<file path="config.mk">
export PLATFORM = sky130hd
export DESIGN_NAME = reg_file_ctrl
export DESIGN_NICKNAME = d
export VERILOG_FILES = /design/src/rtl/reg_file_ctrl.sv
export SDC_FILE = /design/constraint.sdc
export NUM_CORES = 1
export LEC_CHECK = 0
export ABC_CLOCK_PERIOD_IN_PS = 1950
export CAP_MARGIN = 20
export CORE_ASPECT_RATIO = 1.2
export CORE_UTILIZATION = 41
export DETAILED_ROUTE_END_ITERATION = 8
export PLACE_DENSITY = 0.76
export SYNTH_ARGS = -nofsm -noshare
export SYNTH_HDL_FRONTEND = slang
export SYNTH_SLANG_ARGS = --single-unit
</file>
<file path="constraint.sdc">
create_clock -name CLK -period 1.95 [get_ports CLK]
set_input_delay 0.2925 -clock CLK [delete_from_list [all_inputs] [get_ports CLK]]
set_output_delay 0.2925 -clock CLK [all_outputs]
set_load 0.02 [all_outputs]
</file>
<file path="src/rtl/reg_file_ctrl.sv">
// reg_file_ctrl
//   Bus-side controller for an 8 x 16-bit register file. It accepts single
//   read/write commands over a valid/ready handshake, returns read data on a
//   valid/ready response channel, and runs an init sweep that writes
//   INIT_VALUE to every register. One command is in flight at a time; every
//   register-file-side output is registered.
//
// Ports
//   CLK, RST                 clock (rising edge), synchronous active-high reset
//   cmd_valid/cmd_ready      command handshake (cmd_ready is combinational)
//   cmd_write/addr/wdata     command payload (1 = write, 0 = read)
//   rsp_valid/rsp_ready      read response handshake
//   rsp_rdata                captured read data
//   init_start               request an init sweep (honoured only in IDLE)
//   busy                     registered, high whenever the FSM is not in IDLE
//   init_done                one-cycle pulse when the sweep completes
//   WrEn/RdEn/Address/WrData register file command port
//   RdData                   register file read data
//
// RD_LATENCY must lie in 1..4; the wait counter is sized for that range.
//
// state     | meaning
// ----------+-------------------------------------------------------------
// S_IDLE    | waiting for init_start or a command
// S_WR      | WrEn high for the accepted write
// S_RD      | RdEn high for the accepted read
// S_RD_WAIT | counting down the register file read latency
// S_RSP     | holding rsp_valid/rsp_rdata until rsp_ready
// S_INIT    | sweeping Address 0..DEPTH-1 with WrEn high

module reg_file_ctrl #(
   parameter int                    DATA_WIDTH = 16,
   parameter int                    ADDR_WIDTH = 3,
   parameter int                    RD_LATENCY = 1,
   parameter logic [DATA_WIDTH-1:0] INIT_VALUE = 16'h0000
) (
   input  logic                  CLK,
   input  logic                  RST,
   input  logic                  cmd_valid,
   output logic                  cmd_ready,
   input  logic                  cmd_write,
   input  logic [ADDR_WIDTH-1:0] cmd_addr,
   input  logic [DATA_WIDTH-1:0] cmd_wdata,
   output logic                  rsp_valid,
   input  logic                  rsp_ready,
   output logic [DATA_WIDTH-1:0] rsp_rdata,
   input  logic                  init_start,
   output logic                  busy,
   output logic                  init_done,
   output logic                  WrEn,
   output logic                  RdEn,
   output logic [ADDR_WIDTH-1:0] Address,
   output logic [DATA_WIDTH-1:0] WrData,
   input  logic [DATA_WIDTH-1:0] RdData
);

   localparam int CNT_W = 2;

   typedef enum logic [2:0] {
      S_IDLE,
      S_WR,
      S_RD,
      S_RD_WAIT,
      S_RSP,
      S_INIT
   } state_t;

   state_t                r_state;
   logic                  r_wr_en;
   logic                  r_rd_en;
   logic [ADDR_WIDTH-1:0] r_addr;
   logic [DATA_WIDTH-1:0] r_wdata;
   logic                  r_rsp_valid;
   logic [DATA_WIDTH-1:0] r_rsp_rdata;
   logic                  r_busy;
   logic                  r_init_done;
   logic [CNT_W-1:0]      r_cnt;

   state_t                w_state_nxt;
   logic                  w_wr_en_nxt;
   logic                  w_rd_en_nxt;
   logic [ADDR_WIDTH-1:0] w_addr_nxt;
   logic [DATA_WIDTH-1:0] w_wdata_nxt;
   logic                  w_rsp_valid_nxt;
   logic [DATA_WIDTH-1:0] w_rsp_rdata_nxt;
   logic                  w_init_done_nxt;
   logic [CNT_W-1:0]      w_cnt_nxt;
   logic                  w_cmd_ready;

   // init_start wins over a simultaneous command, so it masks cmd_ready.
   assign w_cmd_ready = (r_state == S_IDLE) & ~RST & ~init_start;

   always_comb begin
      w_state_nxt     = r_state;
      w_wr_en_nxt     = 1'b0;
      w_rd_en_nxt     = 1'b0;
      w_addr_nxt      = r_addr;
      w_wdata_nxt     = r_wdata;
      w_rsp_valid_nxt = r_rsp_valid;
      w_rsp_rdata_nxt = r_rsp_rdata;
      w_init_done_nxt = 1'b0;
      w_cnt_nxt       = r_cnt;

      case (r_state)
         S_IDLE: begin
            if (init_start) begin
               w_addr_nxt  = '0;
               w_wdata_nxt = INIT_VALUE;
               w_wr_en_nxt = 1'b1;
               w_state_nxt = S_INIT;
            end else if (cmd_valid) begin
               w_addr_nxt = cmd_addr;
               if (cmd_write) begin
                  w_wdata_nxt = cmd_wdata;
                  w_wr_en_nxt = 1'b1;
                  w_state_nxt = S_WR;
               end else begin
                  w_rd_en_nxt = 1'b1;
                  w_state_nxt = S_RD;
               end
            end
         end

         S_WR: begin
            w_state_nxt = S_IDLE;
         end

         S_RD: begin
            w_cnt_nxt   = CNT_W'(RD_LATENCY - 1);
            w_state_nxt = S_RD_WAIT;
         end

         S_RD_WAIT: begin
            if (r_cnt == '0) begin
               w_rsp_rdata_nxt = RdData;
               w_rsp_valid_nxt = 1'b1;
               w_state_nxt     = S_RSP;
            end else begin
               w_cnt_nxt = r_cnt - CNT_W'(1);
            end
         end

         S_RSP: begin
            if (rsp_ready) begin
               w_rsp_valid_nxt = 1'b0;
               w_state_nxt     = S_IDLE;
            end
         end

         S_INIT: begin
            // Address already holds the last register: that write is done.
            if (&r_addr) begin
               w_init_done_nxt = 1'b1;
               w_state_nxt     = S_IDLE;
            end else begin
               w_addr_nxt  = r_addr + ADDR_WIDTH'(1);
               w_wr_en_nxt = 1'b1;
            end
         end

         default: begin
            w_state_nxt = S_IDLE;
         end
      endcase
   end

   always_ff @(posedge CLK) begin
      if (RST) begin
         r_state     <= S_IDLE;
         r_wr_en     <= 1'b0;
         r_rd_en     <= 1'b0;
         r_addr      <= '0;
         r_wdata     <= '0;
         r_rsp_valid <= 1'b0;
         r_rsp_rdata <= '0;
         r_busy      <= 1'b0;
         r_init_done <= 1'b0;
         r_cnt       <= '0;
      end else begin
         r_state     <= w_state_nxt;
         r_wr_en     <= w_wr_en_nxt;
         r_rd_en     <= w_rd_en_nxt;
         r_addr      <= w_addr_nxt;
         r_wdata     <= w_wdata_nxt;
         r_rsp_valid <= w_rsp_valid_nxt;
         r_rsp_rdata <= w_rsp_rdata_nxt;
         r_busy      <= (w_state_nxt != S_IDLE);
         r_init_done <= w_init_done_nxt;
         r_cnt       <= w_cnt_nxt;
      end
   end

   assign cmd_ready = w_cmd_ready;
   assign rsp_valid = r_rsp_valid;
   assign rsp_rdata = r_rsp_rdata;
   assign busy      = r_busy;
   assign init_done = r_init_done;
   assign WrEn      = r_wr_en;
   assign RdEn      = r_rd_en;
   assign Address   = r_addr;
   assign WrData    = r_wdata;

endmodule

</file>
==> impl_table.tex <==
\begin{tabular}{lr}
\hline
Metric & Value \\
\hline
\multicolumn{2}{l}{\textbf{Layout}} \\
Fraction of final layout cells sized beyond drive strength 1 & 7.877\% \\
Final net count & 335 \\
Area growth from synthesis to final layout & 52.45\% \\
Final standard cell count with taps included and fillers excluded & 348 \\
Inserted Diodes & 0 \\
Count of fill cells added during filler insertion & 385 \\
\multicolumn{2}{l}{\textbf{Place}} \\
Final HPWL from detailed placement & 2.809 mm \\
Final weighted congestion in routability-driven placement & 0.7157 \\
Port Buffer Count & 81 \\
Number of placed instances, taps included & 340 \\
Minimum setup slack after placement & 42.78 ps \\
\multicolumn{2}{l}{\textbf{STA}} \\
Hold\_ws & 451.9 ps \\
Worst-case headroom to the max-slew limit & 63.18\% \\
Setup repair after global routing missed its margin & false \\
Endpoints failing setup & 0 \\
Final clock period utilization by the worst path & 94.63\% \\
Slew @ Worst Pin & 552.4 ps \\
Number of max-slew violations in the final report & 0 \\
Fmax achieved & 541.9 MHz \\
Total negative setup slack & 0 ps \\
Skew final & 8.556 ps \\
Setup slack of the critical path after layout & 104.8 ps \\
Minimum clock period after layout & 1845 ps \\
Final hold viol count & 0 \\
\multicolumn{2}{l}{\textbf{Floorplanning}} \\
Die width & 62.71 µm \\
Row Count & 26 \\
Die H & 74.85 µm \\
Placeable core region & 0.004262 mm² \\
Initial Utilization & 42.54\% \\
Area of the die & 0.004693 mm² \\
Boundary pin count & 82 \\
\multicolumn{2}{l}{\textbf{Yosys}} \\
Register bit total from synthesis & 45 \\
Cell types with the largest area share after synthesis & sky130\_fd\_sc\_hd\_\_dfxtp\_1, sky130\_fd\_sc\_hd\_\_nand2\_1, sky130\_fd\_sc\_hd\_\_a21oi\_1 \\
Post-synthesis cell count & 210 \\
Share of the yosys chip area belonging to registers & 49.69\% \\
Fraction of synthesis flops using an asynchronous set or reset pin & 0\% \\
Post-synth top flop & sky130\_fd\_sc\_hd\_\_dfxtp\_1 \\
Ys Warns & 0 \\
Dominant cell type by area after synthesis & sky130\_fd\_sc\_hd\_\_dfxtp\_1 \\
Share of the synthesized area in the top cell type & 49.69\% \\
Count leader, synth & sky130\_fd\_sc\_hd\_\_nand2\_1 \\
Number of nets produced by synthesis & 254 \\
Syn avg cell area & 8.633 µm² \\
Post-Synthesis Cell Area & 0.001813 mm² \\
Number of flops mapped to enable cells by yosys & 0 \\
Unique masters post-synth & 32 \\
Post-synth top cells & sky130\_fd\_sc\_hd\_\_nand2\_1, sky130\_fd\_sc\_hd\_\_dfxtp\_1, sky130\_fd\_sc\_hd\_\_a21oi\_1 \\
\multicolumn{2}{l}{\textbf{Critical path}} \\
Required time of the worst setup path & 1660 ps \\
Setup crit end kind & primary output \\
Kind of start point of the critical path & flip-flop \\
Crit Path Class & reg -> out \\
Largest fanout on the critical path & 6 \\
Crit path DAT & 1550 ps \\
R2R cell count & 4 \\
\multicolumn{2}{l}{\textbf{Global routing}} \\
Met1 Use GR & 21.33\% \\
Aggregate global-route resource usage & 17.86\% \\
Most congested layer reported by global routing & met2 \\
Met3 demand-to-capacity share in global routing & 5.909\% \\
Number of antenna violations at the first check in global routing & 0 \\
Largest net degree at the start of global routing & 45 \\
First-pass GRT wire length & 6.555 mm \\
Met2 global-route usage & 29.35\% \\
Vias in the first global route & 1,466 \\
GRT overflow & 0 \\
\multicolumn{2}{l}{\textbf{Power and ir drop}} \\
Leakage Power & 0.0009731 µW \\
Worst vdd ir & 0.0003901 V \\
PD cells & 742.5 mW/mm² \\
\multicolumn{2}{l}{\textbf{Clock tree}} \\
Maximum buffer depth of the clock tree & 2 \\
Post-CTS clock slew at the launch and capture registers of the worst setup and hold paths & 80 ps \\
Clock tree root buffer cell & sky130\_fd\_sc\_hd\_\_clkbuf\_8 \\
Hold-fix buffers at CTS & 0 \\
Depth of the CTS H-tree & 2 \\
Post-CTS setup buffer count & 0 \\
Clock buffers created by TritonCTS & 5 \\
Clock insertion delay at the later pin of the skew report & 300 ps \\
Clock tree from TritonCTS & done \\
Number of sinks handled by clock tree synthesis & 45 \\
\multicolumn{2}{l}{\textbf{Job}} \\
Max cap viols & 0 \\
\multicolumn{2}{l}{\textbf{Drt}} \\
Total vias in the final route & 1,714 \\
Wire length reported by the detailed router & 4.107 mm \\
DRC violation total after the first TritonRoute iteration & 145 \\
Detailed-router iteration count before antenna repair & 6 \\
DR WL/cell & 11.80 µm \\
Via count normalized by instance count & 4.925 \\
\# DRC & 0 \\
Detail Route Antenna Nets & 0 \\
\multicolumn{2}{l}{\textbf{Min path}} \\
Kind of path behind the tightest hold check & reg -> reg \\
Hold path cells & 2 \\
\multicolumn{2}{l}{\textbf{Outcome}} \\
Outcome & finished, final reports clean \\
\hline
\end{tabular}
==> kinds of logic after synthesis <==
| kind of cell | synth area share [%] |
|---|---|
| AOI/OAI and AO/OA | 15.67 |
| muxes | 1.104 |
| buffers and inverters | 4.900 |
| and+or+nand+nor | 26.57 |
| adders and majority gates | 2.071 |
| DFF | 49.69 |
==> what timing repair did <==
action,4_1_cts,5_1_grt
resized for setup,1,0
setup endpoints to repair,1,0
endpoints found under the hold margin,0,0
==> registers in the layout, indices dropped and copies added (netlist names), 2 cells and up <==
register   count
WrData        16
rsp_rdata     16
Address        3
r_state        3
r_cnt          2
==> report_power, final <==
group          internal, µW  switching [µW]  total [µW]
sequential              966            24.8         991
clock                   320             304         624
combinational           222             214         437
total                  1510             543        2050
==> layout by cell type, fill, tap and decap left out, types with 2 or more instances in the layout <==
cell / n
sky130_fd_sc_hd__buf_4: 7
sky130_fd_sc_hd__a211oi_1: 2
sky130_fd_sc_hd__clkdlybuf4s50_1: 79
sky130_fd_sc_hd__clkbuf_8: 7
sky130_fd_sc_hd__nor3_1: 3
sky130_fd_sc_hd__a21oi_2: 2
sky130_fd_sc_hd__nor2b_1: 5
sky130_fd_sc_hd__nand3b_1: 19
sky130_fd_sc_hd__mux2i_1: 2
sky130_fd_sc_hd__nand2_1: 51
sky130_fd_sc_hd__dfxtp_1: 45
sky130_fd_sc_hd__inv_1: 3
sky130_fd_sc_hd__a21oi_1: 37
sky130_fd_sc_hd__ha_1: 3
sky130_fd_sc_hd__or3_1: 2
sky130_fd_sc_hd__nor2_1: 6
sky130_fd_sc_hd__o21ai_0: 2
==> area by class of cell <==
cell class	instances	area [µm²]	share of cell area (%)
flip-flops and latches	45	900.9	32.59
repair buffers	88	857.1	31.01
multi-input cells	148	823.3	29.79
clock buffers	7	96.34	3.486
well taps	56	70.07	2.535
inverters	3	11.26	0.4074
clock inverters	1	5.005	0.1811
==> stage by stage <==
stage	utilization (%)	power [µW]	instance area, µm²
6_report	64.86	2052	2764
5_1_grt	64.86	2157	2764
4_1_cts	64.86	2079	2764
3_5_place_dp	62.51	1453	2664
3_3_place_gp	62.51	1450	2664
2_1_floorplan	-	1258	1813
==> worst max-delay path, stage by stage, from the launching register on <==
cell                            delay, ps
sky130_fd_sc_hd__dfxtp_1              360
sky130_fd_sc_hd__or3_4                390
sky130_fd_sc_hd__nor3_1               160
sky130_fd_sc_hd__dlygate4sd2_1        350
==> layer usage <==
layer  share of wire [%]  vias to the layer above
li1                    -                      875
met1                  45                      769
met2                  45                       64
met3                 7.7                        6
met4                 1.5                        0
met5                   0                        -
==> path summary, 6_finish.rpt <==
check                          from                     end  slack, ps
max           r_state[1]$_SDFF_PP0_               cmd_ready        100
min          WrData[4]$_SDFFE_PP0P_  WrData[4]$_SDFFE_PP0P_        450
max reg2reg   r_state[1]$_SDFF_PP0_         busy$_SDFF_PP0_        390
min reg2reg  WrData[4]$_SDFFE_PP0P_  WrData[4]$_SDFFE_PP0P_        450
No activity file was read; power rests on OpenSTA's default activity.
